$ cat config.mk
export PLATFORM = sky130hd
export DESIGN_NAME = exec_unit_sequencer
export DESIGN_NICKNAME = d
export VERILOG_FILES = /design/src/rtl/felis_exec_pkg.sv /design/src/rtl/exec_unit_sequencer.sv
export SDC_FILE = /design/constraint.sdc
export NUM_CORES = 1
export LEC_CHECK = 0
export CELL_PAD_IN_SITES_DETAIL_PLACEMENT = 0
export CELL_PAD_IN_SITES_GLOBAL_PLACEMENT = 1
export CORE_AREA = 2 2 125 103
export CTS_BUF_LIST = sky130_fd_sc_hd__clkbuf_8
export DETAILED_ROUTE_END_ITERATION = 16
export DIE_AREA = 0 0 127 105
export GPL_TIMING_DRIVEN = 0
export PLACE_DENSITY = 0.95
export SLEW_MARGIN = 20
export SYNTH_ARGS = -nofsm -noshare
export SYNTH_HDL_FRONTEND = slang
export SYNTH_SLANG_ARGS = --single-unit
$ cat constraint.sdc
create_clock -name clk -period 5 [get_ports clk]
set_clock_uncertainty 0.1 [all_clocks]
set_input_delay 0.75 -clock clk [delete_from_list [all_inputs] [get_ports clk]]
set_output_delay 0.75 -clock clk [all_outputs]
set_load 0.02 [all_outputs]
$ cat src/rtl/felis_exec_pkg.sv
// Shared definitions for the execution-unit sequencer: unit indices,
// unit count and the sequencer state encoding.
package felis_exec_pkg;

  typedef enum logic [1:0] {
    UNIT_ALU     = 2'd0,
    UNIT_FPU_ALU = 2'd1,
    UNIT_FPU_MUL = 2'd2,
    UNIT_MEM     = 2'd3
  } unit_e;

  localparam int NUM_EXEC_UNITS = 4;

  // Every unit held in reset
  localparam logic [NUM_EXEC_UNITS-1:0] ALL_HELD = 4'hF;

  typedef enum logic [1:0] {
    IDLE = 2'd0,
    WAIT = 2'd1,
    WB   = 2'd2
  } state_e;

endpackage

$ cat src/rtl/exec_unit_sequencer.sv
// Issues one decoded op at a time to an execution unit, waits for completion
// or timeout, then presents the result on a valid/ready writeback port.
module exec_unit_sequencer
  import felis_exec_pkg::*;
#(
  parameter int TIMEOUT_CYCLES = 64
) (
  input  logic         clk,
  input  logic         reset,
  input  logic         in_valid,
  output logic         in_ready,
  input  logic [1:0]   in_unit,
  input  logic [4:0]   in_dest,
  input  logic         in_dest_fp,
  output logic [3:0]   unit_reset,
  input  logic [3:0]   unit_completed,
  input  logic [127:0] unit_out,
  output logic         wb_valid,
  input  logic         wb_ready,
  output logic [31:0]  wb_data,
  output logic [4:0]   wb_dest,
  output logic         wb_dest_fp,
  output logic         wb_err,
  output logic         timeout_err,
  output logic [15:0]  ops_done
);

  localparam logic [7:0] TMO_LAST = 8'(TIMEOUT_CYCLES - 1);

  state_e      state_r, state_s;
  logic [1:0]  sel_r, sel_s;
  logic [7:0]  tmo_cnt_r, tmo_cnt_s;
  logic [3:0]  unit_reset_s;
  logic        wb_valid_s;
  logic [31:0] wb_data_s;
  logic [4:0]  wb_dest_s;
  logic        wb_dest_fp_s;
  logic        wb_err_s;
  logic        timeout_err_s;
  logic [15:0] ops_done_s;
  logic [31:0] sel_out_s;

  // Acceptance depends on state alone so the upstream never sees a bypass path
  assign in_ready = (state_r == IDLE);

  // Result lane of the selected unit
  assign sel_out_s = unit_out[{sel_r, 5'd0} +: 32];

  // Next-state and next-output logic
  always_comb begin
    state_s       = state_r;
    sel_s         = sel_r;
    tmo_cnt_s     = tmo_cnt_r;
    unit_reset_s  = unit_reset;
    wb_valid_s    = wb_valid;
    wb_data_s     = wb_data;
    wb_dest_s     = wb_dest;
    wb_dest_fp_s  = wb_dest_fp;
    wb_err_s      = wb_err;
    timeout_err_s = timeout_err;
    ops_done_s    = ops_done;

    case (state_r)
      IDLE: begin
        if (in_valid) begin
          sel_s        = in_unit;
          wb_dest_s    = in_dest;
          wb_dest_fp_s = in_dest_fp;
          tmo_cnt_s    = 8'd0;
          unit_reset_s = ALL_HELD & ~(4'b0001 << in_unit);
          state_s      = WAIT;
        end else begin
          unit_reset_s = ALL_HELD;
        end
      end
      WAIT: begin
        // Completion wins over a timeout landing in the same cycle
        if (unit_completed[sel_r]) begin
          wb_data_s    = sel_out_s;
          wb_err_s     = 1'b0;
          unit_reset_s = ALL_HELD;
          wb_valid_s   = 1'b1;
          state_s      = WB;
        end else if (tmo_cnt_r == TMO_LAST) begin
          wb_data_s     = 32'd0;
          wb_err_s      = 1'b1;
          unit_reset_s  = ALL_HELD;
          timeout_err_s = 1'b1;
          wb_valid_s    = 1'b1;
          state_s       = WB;
        end else begin
          tmo_cnt_s = tmo_cnt_r + 8'd1;
        end
      end
      WB: begin
        if (wb_ready) begin
          wb_valid_s = 1'b0;
          ops_done_s = ops_done + 16'd1;
          state_s    = IDLE;
        end else begin
          wb_valid_s = 1'b1;
        end
      end
      default: begin
        state_s      = IDLE;
        unit_reset_s = ALL_HELD;
        wb_valid_s   = 1'b0;
      end
    endcase
  end

  // State and output registers with synchronous reset
  always_ff @(posedge clk) begin
    if (reset) begin
      state_r     <= IDLE;
      sel_r       <= 2'd0;
      tmo_cnt_r   <= 8'd0;
      unit_reset  <= ALL_HELD;
      wb_valid    <= 1'b0;
      wb_data     <= 32'd0;
      wb_dest     <= 5'd0;
      wb_dest_fp  <= 1'b0;
      wb_err      <= 1'b0;
      timeout_err <= 1'b0;
      ops_done    <= 16'd0;
    end else begin
      state_r     <= state_s;
      sel_r       <= sel_s;
      tmo_cnt_r   <= tmo_cnt_s;
      unit_reset  <= unit_reset_s;
      wb_valid    <= wb_valid_s;
      wb_data     <= wb_data_s;
      wb_dest     <= wb_dest_s;
      wb_dest_fp  <= wb_dest_fp_s;
      wb_err      <= wb_err_s;
      timeout_err <= timeout_err_s;
      ops_done    <= ops_done_s;
    end
  end

endmodule

* Word level (Yosys, flattened, before mapping)
Index checks and enable logic that the tools add are counted.
** Storage, ports and cells
- Register bits after elaboration :: 73
- Bits in latches :: 0
- RAM bits :: 0
- Memory bits (read-only) :: 0
- Input bits :: 144
- Output and inout bits :: 62
- Memories kept :: 0
** Operators by class
- $add $sub $neg :: 2
- Multiply operators :: 0
- Divide/modulo/power cells :: 0
- Order comparisons :: 1
- Equality and inequality tests :: 8
- Shifts and indexed selects :: 2
- Muxes and demuxes :: 22
- Bitwise gates (word level) :: 4
- Reductions and logical operators :: 11
** Operators by type and width (number)
- indexed part select 128 x 8 -> 32 bit :: 1
- two-way mux 32 bit :: 2
- two-way mux 8 bit :: 3
- adder 16 x 1 -> 16 bit (second input constant) :: 1
- one-hot mux 8 bit (2 select lines) :: 1
- two-way mux 4 bit :: 3
- one-hot mux 4 bit (3 select lines) :: 1
- AND reduction 2 bit :: 5
- adder 8 x 1 -> 8 bit (second input constant) :: 1
- equality test 8 x 6 -> 1 bit (second input constant) :: 1
- two-way mux 2 bit :: 4
- inequality test 2 bit (second input constant) :: 4
- one-hot mux 2 bit (3 select lines) :: 1
- AND reduction 3 bit :: 2
- two-way mux 1 bit :: 5
- inverter 4 bit :: 1
- AND reduction 4 bit :: 1
- nonzero test 2 bit :: 2
- left shift 1 x 2 -> 4 bit (first input constant) :: 1
- < comparator 2 x 3 -> 1 bit (second input constant) :: 1
- inequality test 3 bit (second input constant) :: 1
- inverter 1 bit :: 3
- one-hot mux 1 bit (3 select lines) :: 1
- binary-select mux 1 bit (select 2 bit) :: 1
- 3 further kinds :: 3

* Logic depth before layout (Yosys ltp)
Gate-level depths: netlist of run 1.
- Depth in word-level cells :: 4
- Mapped depth :: 7
- Mapped depth without buffers :: 6

* Worst setup path before layout of run 1
Ideal clock, no wire load.
- Path type :: input -> register
- Start :: in unit_completed[3]
- End :: reg tmo_cnt_r[2]
- Library setup time :: 74 ps
- Data arrival time :: 2161 ps
- Data required time :: 4826 ps
- Setup slack :: 2665 ps
- Stages on the path :: 5
- Cells stage by stage :: mux4_2 buf_6 a211o_1 or4_1 a31oi_1
** Between the ends
- Cells in the longest elaborated chain, start to end :: 4
** Ends and longest elaborated chain
- from (decl) :: line exec_unit_sequencer.sv:16 : input logic [3:0] unit_completed,
- binary-select mux 1 bit (select 2 bit) :: line exec_unit_sequencer.sv:78 : if (unit_completed[sel_r]) begin
- two-way mux 1 bit (implied by the code) :: line exec_unit_sequencer.sv:78
- inequality test 2 bit (no line)
- AND reduction 4 bit (no line)
- to (signal assigned) :: line exec_unit_sequencer.sv:129 : tmo_cnt_r <= tmo_cnt_s;
- to (decl) :: line exec_unit_sequencer.sv:32 : logic [7:0] tmo_cnt_r, tmo_cnt_s;
No other way between the ends. The select of a mux whose other input is x is not followed.
A chain may end at the register's enable or synchronous reset.

* Worst setup path after layout of run 1
- Start :: in unit_completed[3]
- End :: reg wb_data[21]
** Between the ends
- Cells in the longest elaborated chain, start to end :: 4
- Elaborated cells between the ends (all ways) :: 5
- Classes of those cells :: mux: 3; reduce/logical: 2
** Ends and longest elaborated chain
- binary-select mux 1 bit (select 2 bit) (*) :: line exec_unit_sequencer.sv:78
- two-way mux 1 bit (implied by the code) (*) :: line exec_unit_sequencer.sv:78
- nonzero test 2 bit (no line)
- AND reduction 2 bit (no line)
- to (signal assigned) :: line exec_unit_sequencer.sv:132 : wb_data <= wb_data_s;
- to (decl) :: line exec_unit_sequencer.sv:20 : output logic [31:0] wb_data,
Mark *: on every way between the ends. The rest lies on a longest branch, timed or not. The select of a mux whose other input is x is not followed.

==> run metrics, run 1 <==
Routed wire per std cell=18.34 µm; Req. time, crit path=5.19 ns; area post-placement=0.005887 mm²; setup bufs post-CTS=0; Rel. slew slack=45.58%; Endpoint, Worst Hold=wb_dest[3]; Hold-fix buffers, CTS=0; main area contributors after synthesis=dfxtp_1 40%, mux4_2 20%, a22o_1 7.7%; DRT iter0 DRCs=297; CTS resizes=0; worst-margin pin slew=0.8164 ns; TritonCTS Buffers=9; Synth area leader=dfxtp_1; CTS tree=built; leading cell types in the layout, fill and taps excluded=204 x clkdlybuf4s50_1, 73 x dfxtp_1, 33 x mux4_2; initial antenna violation count=0; critical-path cell list=clkdlybuf4s50_1 > mux4_2 > a21o_1 > a21oi_1 > buf_2 > a22o_1; final cycle utilization of the critical path=52.31%; R2R Path End=unit_reset[1]; status=finished clean; Yosys cell types=41; I/O pin cnt=206; largest net degree at the start of global routing=13; setup TNS=0 ns; Seq/Total Area, Yosys=39.99%; WP buf/inv=2; max-slew violation count=0; row cnt=36; Synth top area share=39.99%; VDD IR-drop max=140.8 µV; Final nets=706; # diodes=0; Worst R2R Setup Slack=2.52 ns; worst-path maximum fanout=10; endpoints failing setup=0; # fillers=1051; Post-synth ARST share=0%; share of layout cells above drive strength 1=10.32%; Total GRT Usage=19.07%; global route overflow=0; final cell count without fillers=714; min cycle time layout=2.615 ns; synthesized area per cell=10.69 µm²; Max Freq=0.3823 GHz; WHS Path Cells=2; detailed-router iteration count before antenna repair=5; RSZ-0062 raised after global routing=no; reg2reg path depth=5; Clk pin slew, worst setup/hold paths=0.08 ns; CP arrival=2.80 ns; die area=0.01334 mm²; CTS sink cnt=73; DR DRC count=0; DP HPWL=10430 µm; Setup WS pre-CTS=1.965 ns; number of flops mapped to enable cells by yosys=0; Crit path max-delay family=compound AO/OA/AOI/OAI gates; vias in the first global route=3764; slowest cell delay on critical path=0.53 ns; Final Hold Fails=0; Synth Register Bits=73; vias=3744; CTS Buffer Depth=2; syn_nets=491; Core Footprint=0.01198 mm²; RR Startpoint=tmo_cnt_r[0]; cell area after synthesis=0.003655 mm²; Cells after DPL=698; Hold Path Class=flop to flop; Setup crit start kind=primary input; global-route wire length before repair=19950 µm; Pleak=0.002131 µW; H-Tree Depth=3; ys flop type=dfxtp_1; routed wire length=13100 µm; initial core utilization=30.50%; max_cap viols=0; Pwr per Cell Area=269.7 mW/mm²; crit path kind=primary input to flop; Final Cell Area=0.006150 mm²; min-delay src=wb_dest[3]; placer congestion estimate=0.9354; Yosys warning total=0; latest clock arrival within the worst-skew pair=0.35 ns; Crit. End Element=flop; Syn Inst Count=342; Die X=127 µm; DRT antenna net count=0; Clock Root Buffer=clkbuf_8; slowest CP cell=mux4_2; fin worst setup slack=2.385 ns; port bufs=204; commonest non-fill, non-tap cell in the layout=clkdlybuf4s50_1; Die H=105 µm; vias per inst=5.244; Layout area overhead=68.26%
## worst max-delay path by stage
stage                                  from            to  slack (ns)  cells after the start
final                     unit_completed[3]   wb_data[21]        2.38                      6
after global placement    unit_completed[3]   wb_data[24]        1.99                      6
after CTS                 unit_completed[3]   wb_data[27]        2.33                      6
after floorplan           unit_completed[3]  tmo_cnt_r[2]        2.67                      5
after global routing      unit_completed[3]   wb_data[19]        2.26                      6
after detailed placement  unit_completed[2]   wb_data[27]        1.96                      6
## layer usage
metal,up-vias,part of all wire [%],global-route usage [%]
li1,1750,-,-
met1,1832,41,22.92
met2,141,51,33.72
met3,21,5.4,4.455
met4,0,2.1,5.887
met5,-,0,0
## sequential cells by signal, indices dropped and copies added, names as in the netlist
register,count
wb_valid,1
wb_err,1
wb_data,32
wb_dest,5
tmo_cnt_r,8
ops_done,16
unit_reset,4
sel_r,2
timeout_err,1
wb_dest_fp,1
state_r,2
## per-stage QoR
step	hold slack [ns]	utilization, %	power, µW
2_1_floorplan	0.3747	-	853.9
3_3_place_gp	0.3437	49.13	1065
3_5_place_dp	0.3480	49.13	1077
4_1_cts	0.3595	51.33	1678
5_1_grt	0.3714	51.33	1725
6_report	0.3557	51.33	1659
## cell type report
type	instances	area, µm²	area share (%)
plain buffers	24	108.9	1.770
inverters	7	26.28	0.4273
flip-flops and latches	73	1461	23.76
clock buffers	12	165.2	2.686
multi-input cells	238	2058	33.47
repair buffers	204	2042	33.20
clock inverters	4	97.59	1.587
well taps	152	190.2	3.093
## cell families (layout without fill, tap and decap cells)
| family | Yosys count | count (layout) | share of synthesized area [%] |
|---|---|---|---|
| AOI/OAI and AO/OA | 81 | 81 | 16.13 |
| xor gates and xnor gates | 10 | 10 | 2.397 |
| adders and majority gates | 5 | 5 | 1.712 |
| buffers and inverters | 31 | 251 | 3.697 |
| DFF | 73 | 73 | 39.99 |
| muxes | 38 | 38 | 21.70 |
| and+or+nand+nor | 104 | 104 | 14.38 |
## report_power, final
group          leakage (µW)  internal [µW]  total, µW  switching [µW]
Combinational       0.00141            244        434             190
Sequential         0.000592            611        628            16.7
Clock              0.000129            373        597             224
Total               0.00213           1230       1660             431
## worst reg2reg max path, stage by stage, from the launching register on
cell and delay, ns:
dfxtp_1 0.41, ha_1 0.23, nor3b_1 0.58, a21oi_1 0.30
a21oi_1 0.54, mux2i_1 0.25
## Yosys cell counts, types with 4 or more instances
cell / count
a21oi_1: 20
a22o_1: 32
a31oi_1: 7
and4_1: 4
clkbuf_1: 19
dfxtp_1: 73
ha_1: 5
inv_1: 7
mux2i_1: 5
mux4_2: 33
nand2_1: 30
nand3_1: 12
nand4_1: 9
nor2_1: 21
nor3_1: 4
nor4_1: 4
o21ai_0: 6
or3_1: 5
or4_1: 6
xor2_1: 7
(Power assumes the default switching activity.)
==> inputs of run 2 (changes only) <==
--- a/config.mk
+++ b/config.mk
@@ -7,12 +7,12 @@
 export LEC_CHECK = 0
 export CELL_PAD_IN_SITES_DETAIL_PLACEMENT = 0
 export CELL_PAD_IN_SITES_GLOBAL_PLACEMENT = 1
-export CORE_AREA = 2 2 125 103
+export CORE_AREA = 2 2 129 106
 export CTS_BUF_LIST = sky130_fd_sc_hd__clkbuf_8
 export DETAILED_ROUTE_END_ITERATION = 16
-export DIE_AREA = 0 0 127 105
+export DIE_AREA = 0 0 131 108
 export GPL_TIMING_DRIVEN = 0
-export PLACE_DENSITY = 0.95
+export PLACE_DENSITY = 0.91
 export SLEW_MARGIN = 20
 export SYNTH_ARGS = -nofsm -noshare
 export SYNTH_HDL_FRONTEND = slang
==> constraint.sdc (replaced) <==
create_clock -name clk -period 2.73 [get_ports clk]
set_clock_uncertainty 0.1 [all_clocks]
set_input_delay 0.4095 -clock clk [delete_from_list [all_inputs] [get_ports clk]]
set_output_delay 0.4095 -clock clk [all_outputs]
set_load 0.02 [all_outputs]
==> run 2 against run 1 <==
- global-route usage is 1.2 points lower
- setup slack worse by 2.0 ns
- final cell count is 3.2% higher
- non-clock buffer count stayed put
- register-to-register slack worse by 2.2 ns
- total power is 62% higher
- die area is 6.1% higher
- sequential power is 83% higher
- combinational power is 82% higher
- cell area is 1.0% lower
- via count is 0.48% higher
- wire length is 0.17% higher
==> run metrics, run 2 (synthesis gave the netlist of run 1 again) <==
status=finished clean; Max Freq=0.4207 GHz; Setup crit start kind=flop; CTS Buffer Depth=2 (unchanged); FF+latch area=0.001461 mm² (unchanged); row cnt=37 (+2.8%); final core utilization=47.82% (-3.5 points); RR Startpoint=tmo_cnt_r[0]; vias per inst=5.104 (-2.7%); final cycle utilization of the critical path=87.08%; DRT antenna net count=0 (unchanged); reg2reg path depth=5 (unchanged); share of layout cells above drive strength 1=10.14% (-0.18 points); CTS resizes=0 (unchanged); vias in the first global route=3809 (+1.2%); Crit path max-delay family=compound AO/OA/AOI/OAI gates; Clk pin slew, worst setup/hold paths=0.09 ns (about the same); min-delay src=wb_dest[0]; Routed wire per std cell=17.80 µm (-3.0%); commonest non-fill, non-tap cell in the layout=clkdlybuf4s50_1; DR DRC count=0 (unchanged); DP HPWL=10560 µm (+1.2%); critical-path cell list=ha_1 > nor3b_1 > a21oi_1 > a21oi_1 > mux2i_1; Req. time, crit path=2.92 ns (-2.27 ns); Pwr per Cell Area=442.4 mW/mm² (+64%); crit path kind=flop to flop; CTS sink cnt=73 (unchanged); die area=0.01415 mm² (+6.1%); port bufs=204 (unchanged); H-Tree Depth=3 (unchanged); Top reg by flops=wb_data; biggest registers after layout=wb_data x32, ops_done x16, tmo_cnt_r x8; Endpoint, Worst Hold=wb_dest[0]; WHS Path Cells=2 (unchanged); setup bufs post-CTS=0 (unchanged); initial antenna violation count=0 (unchanged); CP arrival=2.56 ns (-0.24 ns); routed wire length=13120 µm (+0.17%); worst-margin pin slew=0.8185 ns (+0.002191 ns); R2R Path End=unit_reset[3]; leading cell types in the layout, fill and taps excluded=204 x clkdlybuf4s50_1, 73 x dfxtp_1, 33 x mux4_2; max_cap viols=0 (unchanged); Final Hold Fails=0 (unchanged); slowest cell delay on critical path=0.51 ns (-0.02 ns); Hold Worst Slack=0.3643 ns (+0.008605 ns); vias=3762 (+0.48%); min cycle time layout=2.377 ns; max-slew violation count=0 (unchanged); Pleak=0.002085 µW (-2.2%); Crit. End Element=flop; Core Footprint=0.01273 mm² (+6.3%); Layout area overhead=66.59%; Clock Root Buffer=clkbuf_8; I/O pin cnt=206 (unchanged); setup TNS=0 ns (unchanged); CTS tree=built; fin worst setup slack=0.3528 ns (-2.032 ns); initial core utilization=28.71% (-1.8 points); WP buf/inv=0 (-2); RSZ-0062 raised after global routing=no; Die X=131 µm (+3.1%); detailed-router iteration count before antenna repair=4 (-1); crit-path most repeated cell=a21oi_1; Setup WS pre-CTS=0.04094 ns (-1.924 ns); DRT iter0 DRCs=282 (-5.1%); placer congestion estimate=0.8132 (-13%); max reg flops=32 (unchanged); # fillers=1177 (+12%); Rel. slew slack=45.43% (-0.15 points); Hold-fix buffers, CTS=0 (unchanged); latest clock arrival within the worst-skew pair=0.36 ns (about the same); worst-path maximum fanout=6 (-4); largest net degree at the start of global routing=14 (+1); endpoints failing setup=0 (unchanged); global-route wire length before repair=19460 µm (-2.5%); Hold Path Class=flop to flop; Worst R2R Setup Slack=0.35 ns (-2.17 ns); # diodes=0 (unchanged); Multi-input gate area=0.002058 mm² (unchanged); slowest CP cell=nor3b_1; Final Power=2694 µW (+62%); VDD IR-drop max=215.4 µV (+53%); Die H=108 µm (+2.9%); Final nets=706 (unchanged); global route overflow=0 (unchanged); Total GRT Usage=17.90% (-1.2 points); TritonCTS Buffers=9 (unchanged)
-- run 2: how the worst max path moves through the flow --
stage	from	end	cells past startpoint
2_1_floorplan	sel_r[0]	tmo_cnt_r[2]	6
5_1_grt	tmo_cnt_r[0]	wb_data[21]	6
3_5_place_dp	unit_completed[2]	wb_data[21]	6
6_report	tmo_cnt_r[0]	unit_reset[3]	5
3_3_place_gp	unit_completed[2]	wb_data[21]	6
4_1_cts	tmo_cnt_r[0]	unit_reset[3]	5
-- run 2: metal layers --
| layer | part of all wire (%) | vias up | GRT usage, % |
|---|---|---|---|
| met4 | 1.8 | 0 | 6.155 |
| met2 | 52 | 114 | 31.38 |
| met1 | 41 | 1874 | 21.12 |
| li1 | - | 1757 | - |
| met5 | 0 | - | 0 |
| met3 | 6.0 | 17 | 4.750 |
-- run 2: worst min-delay path, cell delays in order (launching register included) --
cell     delay (ns)
dfxtp_1        0.32
nand2_1        0.05
a21oi_1        0.05
-- run 2: report_power, final --
group / switching (µW) / total [µW] / internal [µW]
Combinational: 341 / 788 / 447
Sequential: 32.2 / 1150 / 1120
Clock: 427 / 754 / 327
-- run 2: through the flow --
stage | area, µm² | cells
6_report | 6088 | 737
5_1_grt | 6088 | 737
4_1_cts | 6088 | 737
3_5_place_dp | 5916 | 721
3_3_place_gp | 5916 | 721
2_1_floorplan | 3655 | 342
-- run 2: final cells by class --
type                    instances  share of cell area [%]
plain buffers                  24                   1.788
clock buffers                   9                   2.035
clock inverters                 7                  0.8015
inverters                       7                  0.4316
multi-input cells             238                   33.81
flip-flops and latches         73                   24.00
well taps                     175                   3.596
repair buffers                204                   33.54
